[config.mk]
export PLATFORM = sky130hd
export DESIGN_NAME = ign_bank
export DESIGN_NICKNAME = d
export VERILOG_FILES = /design/src/rtl/ign_bank_pkg.sv /design/src/rtl/ign_channel.sv /design/src/rtl/ign_bank.sv
export SDC_FILE = /design/constraint.sdc
export NUM_CORES = 2
export LEC_CHECK = 0
export CAP_MARGIN = 20
export CORE_MARGIN = 10
export CORE_UTILIZATION = 50
export DETAILED_ROUTE_END_ITERATION = 8
export DONT_BUFFER_PORTS = 1
export GPL_ROUTABILITY_DRIVEN = 0
export PLACE_DENSITY = 0.77
export SLEW_MARGIN = 20
export SYNTH_ARGS = -nofsm -noshare
export SYNTH_HDL_FRONTEND = slang
export SYNTH_SLANG_ARGS = --single-unit
[constraint.sdc]
create_clock -name clk -period 23.1 [get_ports clk]
set_input_delay 2.31 -clock clk [delete_from_list [all_inputs] [get_ports clk]]
set_output_delay 2.31 -clock clk [all_outputs]
set_load 0.02 [all_outputs]
[src/rtl/ign_bank_pkg.sv]
// rtl/ign_bank_pkg.sv - shared encodings for the ignition channel bank
package ign_bank_pkg;

   typedef enum logic [1:0] {
      MODE_INDEP  = 2'd0,
      MODE_DIST   = 2'd1,
      MODE_WASTED = 2'd2,
      MODE_RSVD   = 2'd3
   } ign_mode_e;

   typedef enum logic [1:0] {
      CH_IDLE    = 2'd0,
      CH_DWELL   = 2'd1,
      CH_LOCKOUT = 2'd2
   } ch_state_e;

endpackage

[src/rtl/ign_channel.sv]
// rtl/ign_channel.sv - one coil: angle window, shadowed angles, dwell FSM, over-dwell guard
module ign_channel
   import ign_bank_pkg::*;
#(
   parameter int ANG_W = 16,
   parameter int TMO_W = 32
) (
   input  logic             clk,
   input  logic             reset,
   input  logic             enable,
   input  logic             ch_en,
   input  logic [ANG_W-1:0] eng_phase,
   input  logic [ANG_W-1:0] qpr,
   input  logic [ANG_W-1:0] ign_timing,
   input  logic [ANG_W-1:0] dwell,
   input  logic [ANG_W-1:0] ch_phase,
   input  logic [TMO_W-1:0] max_dwell,
   input  logic             fault_clr,
   output logic             dwell_nxt,
   output logic             fault
);

   ch_state_e        state, state_nxt;
   logic [TMO_W-1:0] cnt, cnt_nxt;
   logic [ANG_W-1:0] fire_sh, start_sh;
   logic [ANG_W-1:0] fire_live, start_live, dwell_eff;
   logic [ANG_W-1:0] win_f, win_s;
   logic [ANG_W:0]   qpr_x, fire_sum, start_sum;
   logic             in_win, fault_set;

   // Operands are < qpr, so one conditional subtract brings each sum back into range.
   always_comb begin
      qpr_x      = {1'b0, qpr};
      dwell_eff  = (dwell >= qpr) ? qpr - ANG_W'(1) : dwell;
      fire_sum   = {1'b0, ch_phase} + qpr_x - {1'b0, ign_timing};
      fire_live  = ANG_W'((fire_sum >= qpr_x) ? fire_sum - qpr_x : fire_sum);
      start_sum  = {1'b0, fire_live} + qpr_x - {1'b0, dwell_eff};
      start_live = ANG_W'((start_sum >= qpr_x) ? start_sum - qpr_x : start_sum);
   end

   // Live angles arm the window; once active, the latched copy decides when it closes.
   always_comb begin
      win_f = (state == CH_IDLE) ? fire_live  : fire_sh;
      win_s = (state == CH_IDLE) ? start_live : start_sh;
      if (win_s <= win_f)
         in_win = (eng_phase >= win_s) && (eng_phase < win_f);
      else
         in_win = (eng_phase >= win_s) || (eng_phase < win_f);
   end

   always_comb begin
      state_nxt = state;
      cnt_nxt   = cnt;
      fault_set = 1'b0;
      if (!enable || !ch_en) begin
         state_nxt = CH_IDLE;
      end else begin
         case (state)
            CH_IDLE: begin
               if (in_win) begin
                  state_nxt = CH_DWELL;
                  cnt_nxt   = '0;
               end
            end
            CH_DWELL: begin
               if (!in_win) begin
                  state_nxt = CH_IDLE;
               end else if ((max_dwell != '0) && (cnt == max_dwell - TMO_W'(1))) begin
                  state_nxt = CH_LOCKOUT;
                  fault_set = 1'b1;
               end else if (cnt != '1) begin
                  cnt_nxt = cnt + TMO_W'(1);
               end
            end
            CH_LOCKOUT: begin
               if (!in_win) state_nxt = CH_IDLE;
            end
            default: state_nxt = CH_IDLE;
         endcase
      end
   end

   assign dwell_nxt = (state_nxt == CH_DWELL);

   always_ff @(posedge clk or posedge reset) begin
      if (reset) begin
         state    <= CH_IDLE;
         cnt      <= '0;
         fire_sh  <= '0;
         start_sh <= '0;
         fault    <= 1'b0;
      end else begin
         state <= state_nxt;
         cnt   <= cnt_nxt;
         if (state == CH_IDLE) begin
            fire_sh  <= fire_live;
            start_sh <= start_live;
         end
         if (fault_set)
            fault <= 1'b1;
         else if (fault_clr)
            fault <= 1'b0;
      end
   end

endmodule

[src/rtl/ign_bank.sv]
// rtl/ign_bank.sv - N_CH ignition channels with registered coil output routing
module ign_bank
   import ign_bank_pkg::*;
#(
   parameter int N_CH  = 4,
   parameter int ANG_W = 16,
   parameter int TMO_W = 32
) (
   input  logic                  clk,
   input  logic                  reset,
   input  logic                  enable,
   input  logic [ANG_W-1:0]      eng_phase,
   input  logic [ANG_W-1:0]      qpr,
   input  logic [ANG_W-1:0]      ign_timing,
   input  logic [ANG_W-1:0]      dwell,
   input  logic [N_CH*ANG_W-1:0] ch_phase,
   input  logic [N_CH-1:0]       ch_en,
   input  logic [1:0]            mode,
   input  logic [TMO_W-1:0]      max_dwell,
   input  logic                  fault_clr,
   output logic [N_CH-1:0]       ign_out,
   output logic [N_CH-1:0]       fault
);

   logic [N_CH-1:0] raw_nxt;
   logic [N_CH-1:0] routed;

   for (genvar g = 0; g < N_CH; g++) begin : g_ch
      ign_channel #(
         .ANG_W(ANG_W),
         .TMO_W(TMO_W)
      ) u_ch (
         .clk       (clk),
         .reset     (reset),
         .enable    (enable),
         .ch_en     (ch_en[g]),
         .eng_phase (eng_phase),
         .qpr       (qpr),
         .ign_timing(ign_timing),
         .dwell     (dwell),
         .ch_phase  (ch_phase[g*ANG_W +: ANG_W]),
         .max_dwell (max_dwell),
         .fault_clr (fault_clr),
         .dwell_nxt (raw_nxt[g]),
         .fault     (fault[g])
      );
   end

   // Routing acts on next-state raw bits so the coil pin is the single register stage.
   always_comb begin
      routed = '0;
      case (ign_mode_e'(mode))
         MODE_DIST: routed[0] = |raw_nxt;
         MODE_WASTED: begin
            for (int i = 0; i < N_CH/2; i++)
               routed[i] = raw_nxt[i] | raw_nxt[i + N_CH/2];
         end
         default: routed = raw_nxt;
      endcase
   end

   always_ff @(posedge clk or posedge reset) begin
      if (reset)
         ign_out <= '0;
      else
         ign_out <= routed;
   end

endmodule

==> impl_metrics.xml <==
<?xml version="1.0" encoding="UTF-8"?>
<metrics>
  <group name="cts">
    <metric name="cts-htree-levels" unit="">2</metric>
    <metric name="clock_tree.root_cell" unit="">clkbuf_16</metric>
    <metric name="cts_repair_resizes" unit="">0</metric>
    <metric name="ctsHoldBuffers" unit="">0</metric>
    <metric name="worst_skew_pair.late_latency" unit="ns">0.58</metric>
    <metric name="clkSlewWorstSetupHoldPaths" unit="ns">0.06</metric>
    <metric name="cts_tree" unit="">built</metric>
    <metric name="cts.repair_timing.setup_buffer_count" unit="">0</metric>
    <metric name="cts_buffer_depth" unit="">3</metric>
    <metric name="cts_inserted_buffers" unit="">35</metric>
    <metric name="clock_sinks" unit="">272</metric>
  </group>
  <group name="sta">
    <metric name="final-hold-violation-count" unit="">0</metric>
    <metric name="timing.max_slew.rel_slack" unit="">0.153</metric>
    <metric name="clock-skew-final" unit="ns">0.0380</metric>
    <metric name="finalSetupViolCount" unit="">0</metric>
    <metric name="tns" unit="ns">0</metric>
    <metric name="fin_crit_sh" unit="">0.698</metric>
    <metric name="holdWs" unit="ns">0.481</metric>
    <metric name="timing_worst_slew_pin_value" unit="ns">1.26</metric>
    <metric name="layout_min_cycle_time" unit="ns">16.13</metric>
    <metric name="grt_setup_unrepaired" unit="">no</metric>
    <metric name="maxClockFrequency" unit="MHz">62.0</metric>
    <metric name="finalMaxSlewViolations" unit="">0</metric>
  </group>
  <group name="synth">
    <metric name="synth_sequential_area_ratio" unit="">0.186</metric>
    <metric name="yosys_warnings" unit="">0</metric>
    <metric name="synthDominantCellAreaShare" unit="">0.186</metric>
    <metric name="synth_cell_type_count" unit="">95</metric>
    <metric name="synth_fp_nets" unit="">5365</metric>
    <metric name="synth_top_cell_by_area" unit="">dfrtp_1</metric>
    <metric name="syn_area" unit="um^2">36600</metric>
    <metric name="ys_dominant_reg_cell" unit="">dfrtp_1</metric>
    <metric name="ys_seq_elements" unit="">272</metric>
    <metric name="syn_area_per_cell" unit="um^2">7.95</metric>
    <metric name="postSynthCellCount" unit="">4597</metric>
    <metric name="synth-edff-count" unit="">0</metric>
    <metric name="synthTopCellsByArea" unit="">dfrtp_1 (19%), ha_1 (16%), fa_1 (7.4%)</metric>
    <metric name="postSynth.asyncResetShare" unit="">1.00</metric>
  </group>
  <group name="run">
    <metric name="cap_viol_max_count" unit="">0</metric>
  </group>
  <group name="global_routing">
    <metric name="antenna_found_initial" unit="">2</metric>
    <metric name="grt_pass1_vias" unit="">32032</metric>
    <metric name="grt_start_max_net_pins" unit="">114</metric>
    <metric name="grt_overflow_total" unit="">0</metric>
    <metric name="grt_use_total" unit="">0.264</metric>
    <metric name="global_route_wire_length_before_repair" unit="mm">180</metric>
  </group>
  <group name="routing">
    <metric name="remaining_drc_errors" unit="">0</metric>
    <metric name="drt_iter0_markers" unit="">3680</metric>
    <metric name="route.final.wire_length" unit="mm">116</metric>
    <metric name="drt_first_pass_iters" unit="">6</metric>
    <metric name="routedWlPerCell" unit="um">21.0</metric>
    <metric name="total_via_count_in_the_routed_design" unit="">34224</metric>
    <metric name="ant_nets" unit="">0</metric>
    <metric name="routed_via_density" unit="">6.18</metric>
  </group>
  <group name="min_path">
    <metric name="worstHoldStart" unit="">g_ch[3].u_ch.fire_sh[14]$_DFF_PP0_</metric>
    <metric name="min-delay-path-class" unit="">reg -&gt; reg</metric>
  </group>
  <group name="setup_path">
    <metric name="worst_setup_path_startpoint" unit="">qpr[2]</metric>
    <metric name="crit_path_max_incr_delay" unit="ns">0.74</metric>
    <metric name="startpoint_type" unit="">input pin</metric>
    <metric name="timing.critical_path.fanout_max" unit="">40</metric>
    <metric name="timing.critical_path.slowest_stage_cell" unit="">nand3b_1</metric>
    <metric name="most_numerous_cell_on_the_critical_path" unit="">a21oi_1</metric>
    <metric name="setup.worst_path.end_class" unit="">register</metric>
    <metric name="cp.arrival" unit="ns">16.60</metric>
    <metric name="worst-setup-path-type" unit="">in -&gt; reg</metric>
    <metric name="required_time_at_the_worst_slack_endpoint" unit="ns">23.57</metric>
    <metric name="r2r-start" unit="">g_ch[1].u_ch.state[1]$_DFF_PP0_</metric>
  </group>
  <group name="die">
    <metric name="std_cell_rows" unit="">99</metric>
    <metric name="floorplan.die.height" unit="um">290</metric>
    <metric name="core_area" unit="um^2">72700</metric>
    <metric name="die_w" unit="um">290</metric>
    <metric name="pin_count" unit="">178</metric>
    <metric name="floorplan.die_area" unit="um^2">84300</metric>
    <metric name="floorplan.initialDensity" unit="">0.503</metric>
  </group>
  <group name="run_status">
    <metric name="outcome" unit="">finished clean</metric>
  </group>
  <group name="final_layout">
    <metric name="fillCellCount" unit="">6684</metric>
    <metric name="insertedDiodeCount" unit="">0</metric>
    <metric name="layout.core_utilization" unit="">0.534</metric>
    <metric name="post_route_cells_drive_above_1_share" unit="">0.0404</metric>
    <metric name="flow.area_growth_from_synthesis" unit="%">6.25</metric>
    <metric name="final_nets" unit="">5321</metric>
  </group>
  <group name="placed_design">
    <metric name="place_hpwl" unit="mm">90.4</metric>
    <metric name="portBuffers" unit="">0</metric>
  </group>
</metrics>
==> cell usage in the layout (no fill, tap or decap), drive strengths merged, types with 21 or more instances in the layout <==
cell type    n
or4         24
ha         462
xor2       130
o31a        27
a31oi       45
mux2        24
a211oi      29
nor4        39
a21o       136
o21bai      38
or3         31
xnor2      242
inv        554
buf         42
nor3        81
nand2b      82
o21a        54
fa         136
nor2       382
mux2i       41
o41ai       21
o31ai       58
a21oi      361
dfrtp      272
nand4       87
nand2      293
o21ai      353
and3        67
or2         22
nand3      110
nor2b       57
clkbuf      43
==> registers in the layout (all words and copies together), names as in the netlist <==
register / count
g_ch.u_ch.cnt: 128
g_ch.u_ch.fire_sh: 64
g_ch.u_ch.start_sh: 64
g_ch.u_ch.state: 8
g_ch.u_ch.fault: 4
ign_out: 4
==> per-stage QoR <==
step | area [um^2] | setup slack [ns] | std cells
after floorplan | 36600 | 8.58 | 4597
after global placement | 37600 | 7.11 | 5475
after detailed placement | 37600 | 6.80 | 5475
after CTS | 38800 | 7.32 | 5539
after global routing | 38800 | 5.93 | 5539
final | 38800 | 6.97 | 5539
==> cell usage after synthesis (110+ instances only) <==
master	n
a21o_1	136
a21oi_1	360
dfrtp_1	272
fa_1	136
ha_1	462
inv_1	551
nand2_1	291
nand3_1	110
nor2_1	382
o21ai_0	347
xnor2_1	242
xor2_1	130
==> worst paths after layout <==
check | end | slack, ns | cells after the start
worst min register to register | g_ch[3].u_ch.fire_sh[14]$_DFF_PP0_ | 0.48 | 2
worst max register to register | g_ch[1].u_ch.cnt[3]$_DFFE_PP0P_ | 17.88 | 17
max in group asynchronous | g_ch[3].u_ch.start_sh[0]$_DFF_PP0_ | 19.34 | 3
worst max-delay path | g_ch[3].u_ch.cnt[19]$_DFFE_PP0P_ | 6.97 | 62
worst min-delay path | g_ch[3].u_ch.fire_sh[14]$_DFF_PP0_ | 0.48 | 2
min in group asynchronous | g_ch[1].u_ch.cnt[6]$_DFFE_PP0P_ | 1.71 | 1
==> worst max-delay path: cells and delay by family <==
family | cells | cell delay [ns]
AND/OR/NAND/NOR | 16 | 3.66
XOR/XNOR | 2 | 0.26
adder cells (fa/ha/maj) | 7 | 2.63
AO/OA/AOI/OAI | 32 | 6.84
buffers and inverters | 5 | 0.86
==> cells by family after synthesis <==
logic type / share of synthesized area
AO/OA/AOI/OAI: 0.219
XOR/XNOR: 0.0898
adder cells (fa/ha/maj): 0.233
buffers and inverters: 0.0710
flip-flops: 0.186
multiplexers: 0.0186
AND/OR/NAND/NOR: 0.182
==> final cells by class <==
class | instances | area (um^2) | share of cell area
timing repair buffer | 42 | 315 | 0.00812
sequential | 272 | 6810 | 0.175
tap | 959 | 1200 | 0.0309
clock inverter | 21 | 287 | 0.00738
multi-input combinational | 3650 | 27200 | 0.700
clock buffer | 43 | 967 | 0.0249
inverter | 552 | 2080 | 0.0535
==> routing by layer <==
layer  track usage  vias up  routed length [um]
li1              -    16085                   -
met3        0.0547      369               11900
met5             0        -                  24
met1         0.340    16135               46600
met4         0.152        4                7720
met2         0.407     1631               50300
Power is not shown: default switching activity piles up to over one toggle a cycle in this logic, so the estimate is an artifact.
